File: config.mk
export PLATFORM = sky130hd
export DESIGN_NAME = inv_shift_rows_serial
export DESIGN_NICKNAME = d
export VERILOG_FILES = /design/src/rtl/inv_shift_rows_serial.sv
export SDC_FILE = /design/constraint.sdc
export NUM_CORES = 1
export LEC_CHECK = 0
export CORE_UTILIZATION = 30
export DETAILED_ROUTE_END_ITERATION = 10
export GPL_TIMING_DRIVEN = 1
export PLACE_DENSITY = 0.52
export SKIP_LAST_GASP = 1
export SYNTH_ARGS = -nofsm -noshare
export SYNTH_HDL_FRONTEND = slang
export SYNTH_SLANG_ARGS = --single-unit
File: constraint.sdc
create_clock -name clk -period 4.6 [get_ports clk]
set_clock_uncertainty 0.05 [all_clocks]
set_input_delay 0.92 -clock clk [delete_from_list [all_inputs] [get_ports clk]]
set_output_delay 0.92 -clock clk [all_outputs]
set_load 0.01 [all_outputs]
File: src/rtl/inv_shift_rows_serial.sv
// InvShiftRows stage for the 16-bit AES decrypt datapath: buffers one
// 128-bit state received as eight 16-bit beats, then streams it back out
// as eight beats with row r rotated right by r columns.
//
// Ports:
//   clk, rst_n        clock, asynchronous active-low reset
//   clr               synchronous abort of any partial or pending block
//   in_data/valid/last/ready    input beat stream (8 beats per block)
//   out_data/valid/last/ready   output beat stream (8 beats per block)
//   frame_err         one-cycle pulse when in_last disagrees with beat 8
module inv_shift_rows_serial #(
    parameter int BEAT_W = 16,
    parameter int BEATS  = 128 / BEAT_W
) (
    input  logic              clk,
    input  logic              rst_n,
    input  logic              clr,
    input  logic [BEAT_W-1:0] in_data,
    input  logic              in_valid,
    input  logic              in_last,
    output logic              in_ready,
    output logic [BEAT_W-1:0] out_data,
    output logic              out_valid,
    output logic              out_last,
    input  logic              out_ready,
    output logic              frame_err
);

    typedef enum logic {
        FILL = 1'b0,
        EMIT = 1'b1
    } state_t;

    localparam logic [2:0] LAST_CNT = 3'(BEATS - 1);

    state_t     state_q, state_d;
    logic [2:0] cnt_q, cnt_d;
    logic       err_q, err_d;
    logic       in_fire;

    // Byte-addressed state buffer, column-major: index 4c+r.
    logic [7:0] buf_q [16];
    logic [7:0] perm  [16];

    // Row r of the output is row r of the input rotated right by r
    // columns, so output column c reads input column (c-r) mod 4.
    for (genvar c = 0; c < 4; c++) begin : g_col
        for (genvar r = 0; r < 4; r++) begin : g_row
            assign perm[4*c+r] = buf_q[4*((c-r+4)%4)+r];
        end
    end

    always_ff @(posedge clk or negedge rst_n) begin
        if (!rst_n) begin
            state_q <= FILL;
            cnt_q   <= '0;
            err_q   <= 1'b0;
        end else begin
            state_q <= state_d;
            cnt_q   <= cnt_d;
            err_q   <= err_d;
        end
    end

    // Partial blocks dropped by a framing error or clr leave stale bytes
    // behind; they are always overwritten before the next EMIT.
    always_ff @(posedge clk or negedge rst_n) begin
        if (!rst_n) begin
            for (int i = 0; i < 16; i++) begin
                buf_q[i] <= '0;
            end
        end else if (in_fire) begin
            buf_q[{cnt_q, 1'b0}] <= in_data[15:8];
            buf_q[{cnt_q, 1'b1}] <= in_data[7:0];
        end
    end

    always_comb begin
        state_d = state_q;
        cnt_d   = cnt_q;
        err_d   = 1'b0;
        in_fire = 1'b0;
        if (clr) begin
            state_d = FILL;
            cnt_d   = '0;
        end else begin
            unique case (state_q)
                FILL: begin
                    if (in_valid) begin
                        in_fire = 1'b1;
                        if (cnt_q == LAST_CNT) begin
                            cnt_d = '0;
                            if (in_last) begin
                                state_d = EMIT;
                            end else begin
                                err_d = 1'b1;
                            end
                        end else if (in_last) begin
                            cnt_d = '0;
                            err_d = 1'b1;
                        end else begin
                            cnt_d = cnt_q + 3'd1;
                        end
                    end
                end
                EMIT: begin
                    if (out_ready) begin
                        cnt_d = cnt_q + 3'd1;
                        if (cnt_q == LAST_CNT) begin
                            state_d = FILL;
                        end
                    end
                end
                default: begin
                    state_d = FILL;
                    cnt_d   = '0;
                end
            endcase
        end
    end

    assign in_ready  = (state_q == FILL);
    assign out_valid = (state_q == EMIT);
    assign out_last  = (state_q == EMIT) && (cnt_q == LAST_CNT);
    assign frame_err = err_q;
    assign out_data  = (state_q == EMIT)
                     ? {perm[{cnt_q, 1'b0}], perm[{cnt_q, 1'b1}]}
                     : '0;

endmodule

==> impl_metrics.json, run 1 <==
{
  "worstPathCellList": "nor2_2 > buf_4 > a221oi_1 > o22ai_1 > and2_1 > clkdlybuf4s50_1",
  "antenna_found_initial": 0,
  "via_per_inst": 5.13,
  "finalMaxSlewViolations": 0,
  "drcViolationCount": 0,
  "track_usage_pct": 16.2,
  "finalSetupTns_ps": 0,
  "max-vdd-ir-drop_uv": 177,
  "hold_class": "register to register",
  "dieArea_um2": 21800,
  "crit_arrival_ps": 3060,
  "status": "finished, final reports clean",
  "place_hpwl_um": 10100,
  "relSlewSlack_pct": 26.0,
  "dieWidth_um": 148,
  "die-height_um": 148,
  "coreArea_um2": 20500,
  "overflow": 0,
  "cts_root_buf": "clkbuf_16",
  "cp-start-kind": "register",
  "drt_iter0_markers": 201,
  "cp_max_fo": 15,
  "fin_hold_ws_ps": 440,
  "numCtsBuffers": 17,
  "yosysSeqAreaShare_pct": 52.3,
  "synthCells": 457,
  "initial_core_util_pct": 31.1,
  "grt_pass1_wl_um": 26200,
  "syn_to_final_growth_pct": 19.4,
  "min_path_cells": 1,
  "worst_path_largest_cell_delay_ps": 740,
  "place_congestion": 0.737,
  "num_vias": 4028,
  "grt_pass1_vias": 4325,
  "antenna_cells": 0,
  "post-cts-setup-buffer-count": 0,
  "clock_path_buffers": 2,
  "r2r-end": "buf_q[72]",
  "worst_path_max_delay_cell": "nor2_2",
  "cts_tree": "built",
  "fin_crit_ps": 4030,
  "clock_sinks": 133,
  "hold_buffers": 0,
  "drive_gt1_share_pct": 35.9,
  "dp.cells": 754,
  "syn_area_um2": 6360,
  "syn_nets": 482,
  "crit_start": "cnt_q[0]",
  "ys_types": 40,
  "num-nets-final": 528,
  "cap_violations": 0,
  "ant_nets": 0,
  "critical_path_buf_inv_count": 2,
  "synthArstFlopShare_pct": 100,
  "r2r_slack_ps": 1640,
  "tightest_slew_ps": 1110,
  "grt_max_degree": 83,
  "crit_path_end_kind": "output pin",
  "hp-start": "buf_q[68]",
  "layout_common_cells": "dfrtp_1 (132), mux2_2 (84), mux2_4 (40), clkdlybuf4s50_1 (40), a221oi_1 (25)",
  "power.leakage_nw": 3.62,
  "reg2reg_depth": 4,
  "reg2reg_from": "cnt_q[0]",
  "finalWirelength_um": 16300,
  "ctsResizeCount": 0,
  "portBuffers": 41,
  "cp.required_ps": 3630,
  "final_hold_viol_count": 0,
  "rows": 52,
  "final-setup-viol-count": 0,
  "critPathKind": "register to output pin",
  "synth_edf_count": 0,
  "min_to": "buf_q[68]",
  "post_drt_wl_per_cell_um": 20.8,
  "yosysWarnings": 0,
  "io_pins": 42,
  "synth-seq-cells": 133,
  "clk_latency_ps": 410,
  "avgSynthCellArea_um2": 13.9,
  "clkTransAtPathRegs_ps": 60,
  "finalCritPeriodShare_pct": 87.5,
  "synthFlopType": "dfrtp_1",
  "final_cells": 785,
  "layout_commonest_cell": "dfrtp_1",
  "power_density_nw_per_um2": 369,
  "firstDrtPassIters": 4,
  "rsz0062_at_grt": "false",
  "cp_top_family": "simple AND/OR/NAND/NOR gates",
  "htreeDepth": 4,
  "fillers": 1925,
  "fmax_ghz": 0.248
}
-- cell families after synthesis --
logic type / after synthesis / share of synthesized area (%)
muxes: 146 / 28.0
DFF: 133 / 52.3
AOI/OAI and AO/OA: 89 / 10.6
and+or+nand+nor: 55 / 5.90
buffers and inverters: 30 / 2.50
adders and majority gates: 3 / 0.590
xor gates and xnor gates: 1 / 0.138
-- worst max-delay path by stage --
stage                       end  cells past startpoint
floorplan           out_data[5]                      5
global placement    out_data[2]                      6
detailed placement  out_data[2]                      6
CTS                 out_data[2]                      6
global route        out_data[9]                      6
finish              out_data[2]                      6
-- where the power goes --
part | switching (mW) | internal (mW) | total (mW) | leakage [nW]
Clock | 0.475 | 0.754 | 1.23 | 0.267
Combinational | 0.116 | 0.133 | 0.249 | 1.57
Sequential | 0.0527 | 1.27 | 1.32 | 1.78
Total | 0.643 | 2.16 | 2.80 | 3.62
-- synth_stat cells, types with 2 or more instances --
master | count | area share, %
a21bo_2 | 8 | 1.3
nand2_4 | 4 | 0.71
o22ai_1 | 12 | 1.2
dfrtp_1 | 133 | 52
and3b_1 | 8 | 1.1
mux2_1 | 11 | 1.9
ha_1 | 3 | 0.59
nand2b_1 | 2 | 0.20
buf_6 | 4 | 0.71
a221oi_1 | 25 | 3.4
nor2_1 | 2 | 0.12
a21oi_1 | 21 | 1.7
nand2_2 | 2 | 0.20
a222oi_1 | 2 | 0.31
clkbuf_1 | 9 | 0.53
nand2_1 | 13 | 0.77
a31oi_1 | 2 | 0.20
mux2_2 | 84 | 15
nor2b_1 | 4 | 0.39
buf_1 | 2 | 0.12
mux2i_1 | 11 | 1.7
and2_1 | 11 | 1.1
mux2_4 | 40 | 9.4
a22o_1 | 16 | 2.2
buf_2 | 13 | 1.0
-- layer usage --
layer / vias up / GRT usage [%] / part of all wire, %
li1: 1816 / - / -
met1: 2137 / 22.3 / 49
met2: 61 / 25.2 / 47
met3: 14 / 3.49 / 3.1
met4: 0 / 5.21 / 1.1
met5: - / 0 / 0
-- state kept, by name (all words and copies together), names as in the netlist --
| signal | flops |
|---|---|
| frame_err | 1 |
| buf_q | 128 |
| cnt_q | 3 |
| out_valid | 1 |
-- metrics by stage --
step	setup slack [ps]	power, mW	area (µm²)	utilization [%]
floorplan	2130	1.48	6360	-
global placement	939	1.58	7060	34.5
detailed placement	956	1.60	7060	34.5
CTS	502	2.83	7600	37.1
global route	322	2.92	7600	37.1
finish	573	2.80	7600	37.1
-- layout make-up --
cell class / count / area, µm² / area share (%)
inverters: 2 / 7.51 / 0.0988
repair buffers: 55 / 513 / 6.75
multi-input cells: 294 / 2880 / 37.9
flip-flops and latches: 133 / 3330 / 43.8
clock buffers: 27 / 513 / 6.75
well taps: 270 / 338 / 4.45
clock inverters: 4 / 20.0 / 0.264
Note: power is estimated with default switching activity, not from simulation.
==> run 2: changes to the inputs <==
Settings changed: CORE_MARGIN from default to 2, SETUP_SLACK_MARGIN from default to 0.2.
==> run 2 against run 1 <==
  * Via count up 0.55%
  * Critical path depth is the same
  * Global-route usage fell by 0.47 points
  * Clock power grew 15%
  * Combinational power is essentially flat
  * Final cell count increased by 0.25%
  * Register-to-register slack improved by 200 ps
  * Routed wire length is 1.0% higher
  * Cell area grew 0.77%
  * Sequential share of layout area down 0.34 points
  * Hold slack improved by 1.7 ps
  * Count of clock-buffer cells in the layout shrank 8
  * Largest power group is now the clock network
==> impl_metrics.json, run 2 (synthesized netlist as in run 1, its figures left out) <==
{
  "grt_max_degree": 72,
  "final-setup-viol-count": 0,
  "grt_pass1_wl_um": 25900,
  "max-vdd-ir-drop_uv": 260,
  "finalMaxSlewViolations": 0,
  "dieArea_um2": 22400,
  "crit_arrival_ps": 3070,
  "p_seq_share_pct": 44.2,
  "clk_latency_ps": 430,
  "hold_class": "register to register",
  "coreArea_um2": 20900,
  "cap_violations": 0,
  "worst_slack_ps": 562,
  "finalSetupTns_ps": 0,
  "rsz0062_at_grt": "false",
  "design_area_um2": 7660,
  "cts_tree": "built",
  "status": "finished, final reports clean",
  "antenna_found_initial": 0,
  "largest-register": "buf_q",
  "place_congestion": 0.779,
  "clock_path_buffers": 2,
  "portBuffers": 41,
  "worstPathCellList": "nor2b_1 > buf_4 > a221oi_1 > o22ai_1 > and2_1 > clkdlybuf4s50_1",
  "switching_share_pct": 23.0,
  "worst_path_largest_cell_delay_ps": 710,
  "track_usage_pct": 15.7,
  "clkTransAtPathRegs_ps": 60,
  "reg2reg_depth": 5,
  "post_drt_wl_per_cell_um": 20.9,
  "placed_area_um2": 7040,
  "firstDrtPassIters": 6,
  "fin_crit_ps": 4040,
  "fmax_ghz": 0.248,
  "post-cts-setup-buffer-count": 0,
  "rows": 53,
  "cts_root_buf": "clkbuf_16",
  "numCtsBuffers": 17,
  "p_clk_share_pct": 47.5,
  "reg_top3": "buf_q (128), cnt_q (3)",
  "cp.required_ps": 3630,
  "ant_nets": 0,
  "place_hpwl_um": 10100,
  "drive_gt1_share_pct": 36.1,
  "clock_sinks": 133,
  "cp_top_family": "buffers and inverters",
  "overflow": 0,
  "cp.depth": 6,
  "syn_to_final_growth_pct": 20.3,
  "critical_path_buf_inv_count": 2,
  "num-nets-final": 524,
  "dp.cells": 755,
  "die-height_um": 150,
  "min_path_cells": 1,
  "dieWidth_um": 150,
  "drcViolationCount": 0,
  "power.leakage_nw": 3.62,
  "finalWirelength_um": 16500,
  "pre_cts_slack_ps": 1040,
  "worst_path_max_delay_cell": "dfrtp_1",
  "final_cells": 787,
  "grt_pass1_vias": 4298,
  "power_density_nw_per_um2": 391,
  "p_int_mw": 2.31,
  "initial_core_util_pct": 30.5,
  "drt_iter0_markers": 266,
  "final_hold_viol_count": 0,
  "antenna_cells": 0,
  "hold_buffers": 0,
  "largest_register_ffs": 128,
  "regArea_um2": 3330,
  "layout_common_cells": "dfrtp_1 (132), mux2_2 (84), mux2_4 (40), clkdlybuf4s50_1 (40), a221oi_1 (25)",
  "relSlewSlack_pct": 28.2,
  "tightest_slew_ps": 1070,
  "layout_commonest_cell": "dfrtp_1",
  "cp-start-kind": "register",
  "finalCritPeriodShare_pct": 87.8,
  "critPathKind": "register to output pin",
  "multi_input_area_um2": 2880,
  "crit_path_end_kind": "output pin",
  "ctsResizeCount": 0,
  "p_switching_uw": 688,
  "pwr-share-comb_pct": 8.3,
  "num_vias": 4050,
  "power.total_mw": 2.99,
  "fillers": 1986,
  "via_per_inst": 5.15,
  "cp_max_fo": 17,
  "io_pins": 42,
  "htreeDepth": 4
}
==> run 2: cell count changes in the layout (fill, tap and decap cells not counted) <==
cell,previous run,this run
buf_4,15,11
bufinv_16,0,4
clkbuf_1,5,2
clkbuf_8,5,0
clkinv_2,4,3
clkinv_4,0,2
clkinvlp_4,0,4
==> run 2: stage by stage <==
stage | hold WS (ps) | utilization [%]
finish | 442 | 36.7
floorplan | 410 | -
global route | 460 | 36.7
global placement | 420 | 33.7
detailed placement | 432 | 33.7
CTS | 445 | 36.7
==> run 2: power by group through the flow <==
| stage | logic (mW) | registers (mW) | clock network, mW |
|---|---|---|---|
| floorplan | 0.158 | 1.33 | 0 |
| global placement | 0.245 | 1.34 | 0 |
| detailed placement | 0.252 | 1.34 | 0 |
| CTS | 0.253 | 1.32 | 1.45 |
| global route | 0.273 | 1.33 | 1.51 |
| finish | 0.248 | 1.32 | 1.42 |
==> run 2: layer usage <==
metal	track usage, %	share of wire, %
met1	21.5	48
met2	24.3	46
met3	3.66	4.3
met4	5.90	1.9
met5	0	0
==> run 2: final timing paths <==
check / start / to / slack [ps]
max: cnt_q[1] / out_data[14] / 560
min reg2reg: buf_q[69] / buf_q[69] / 440
max in group asynchronous: rst_n / buf_q[82] / 2900
max reg2reg: cnt_q[1] / buf_q[101] / 1840
min: buf_q[69] / buf_q[69] / 440
min in group asynchronous: rst_n / buf_q[4] / 590
==> run 2: area by class of cell <==
class	instances	area share, %
Clock inverter	13	2.39
Multi-Input combinational cell	294	37.6
Sequential cell	133	43.5
Clock buffer	19	5.65
Timing Repair Buffer	51	6.31
Inverter	2	0.0981
Tap cell	275	4.49
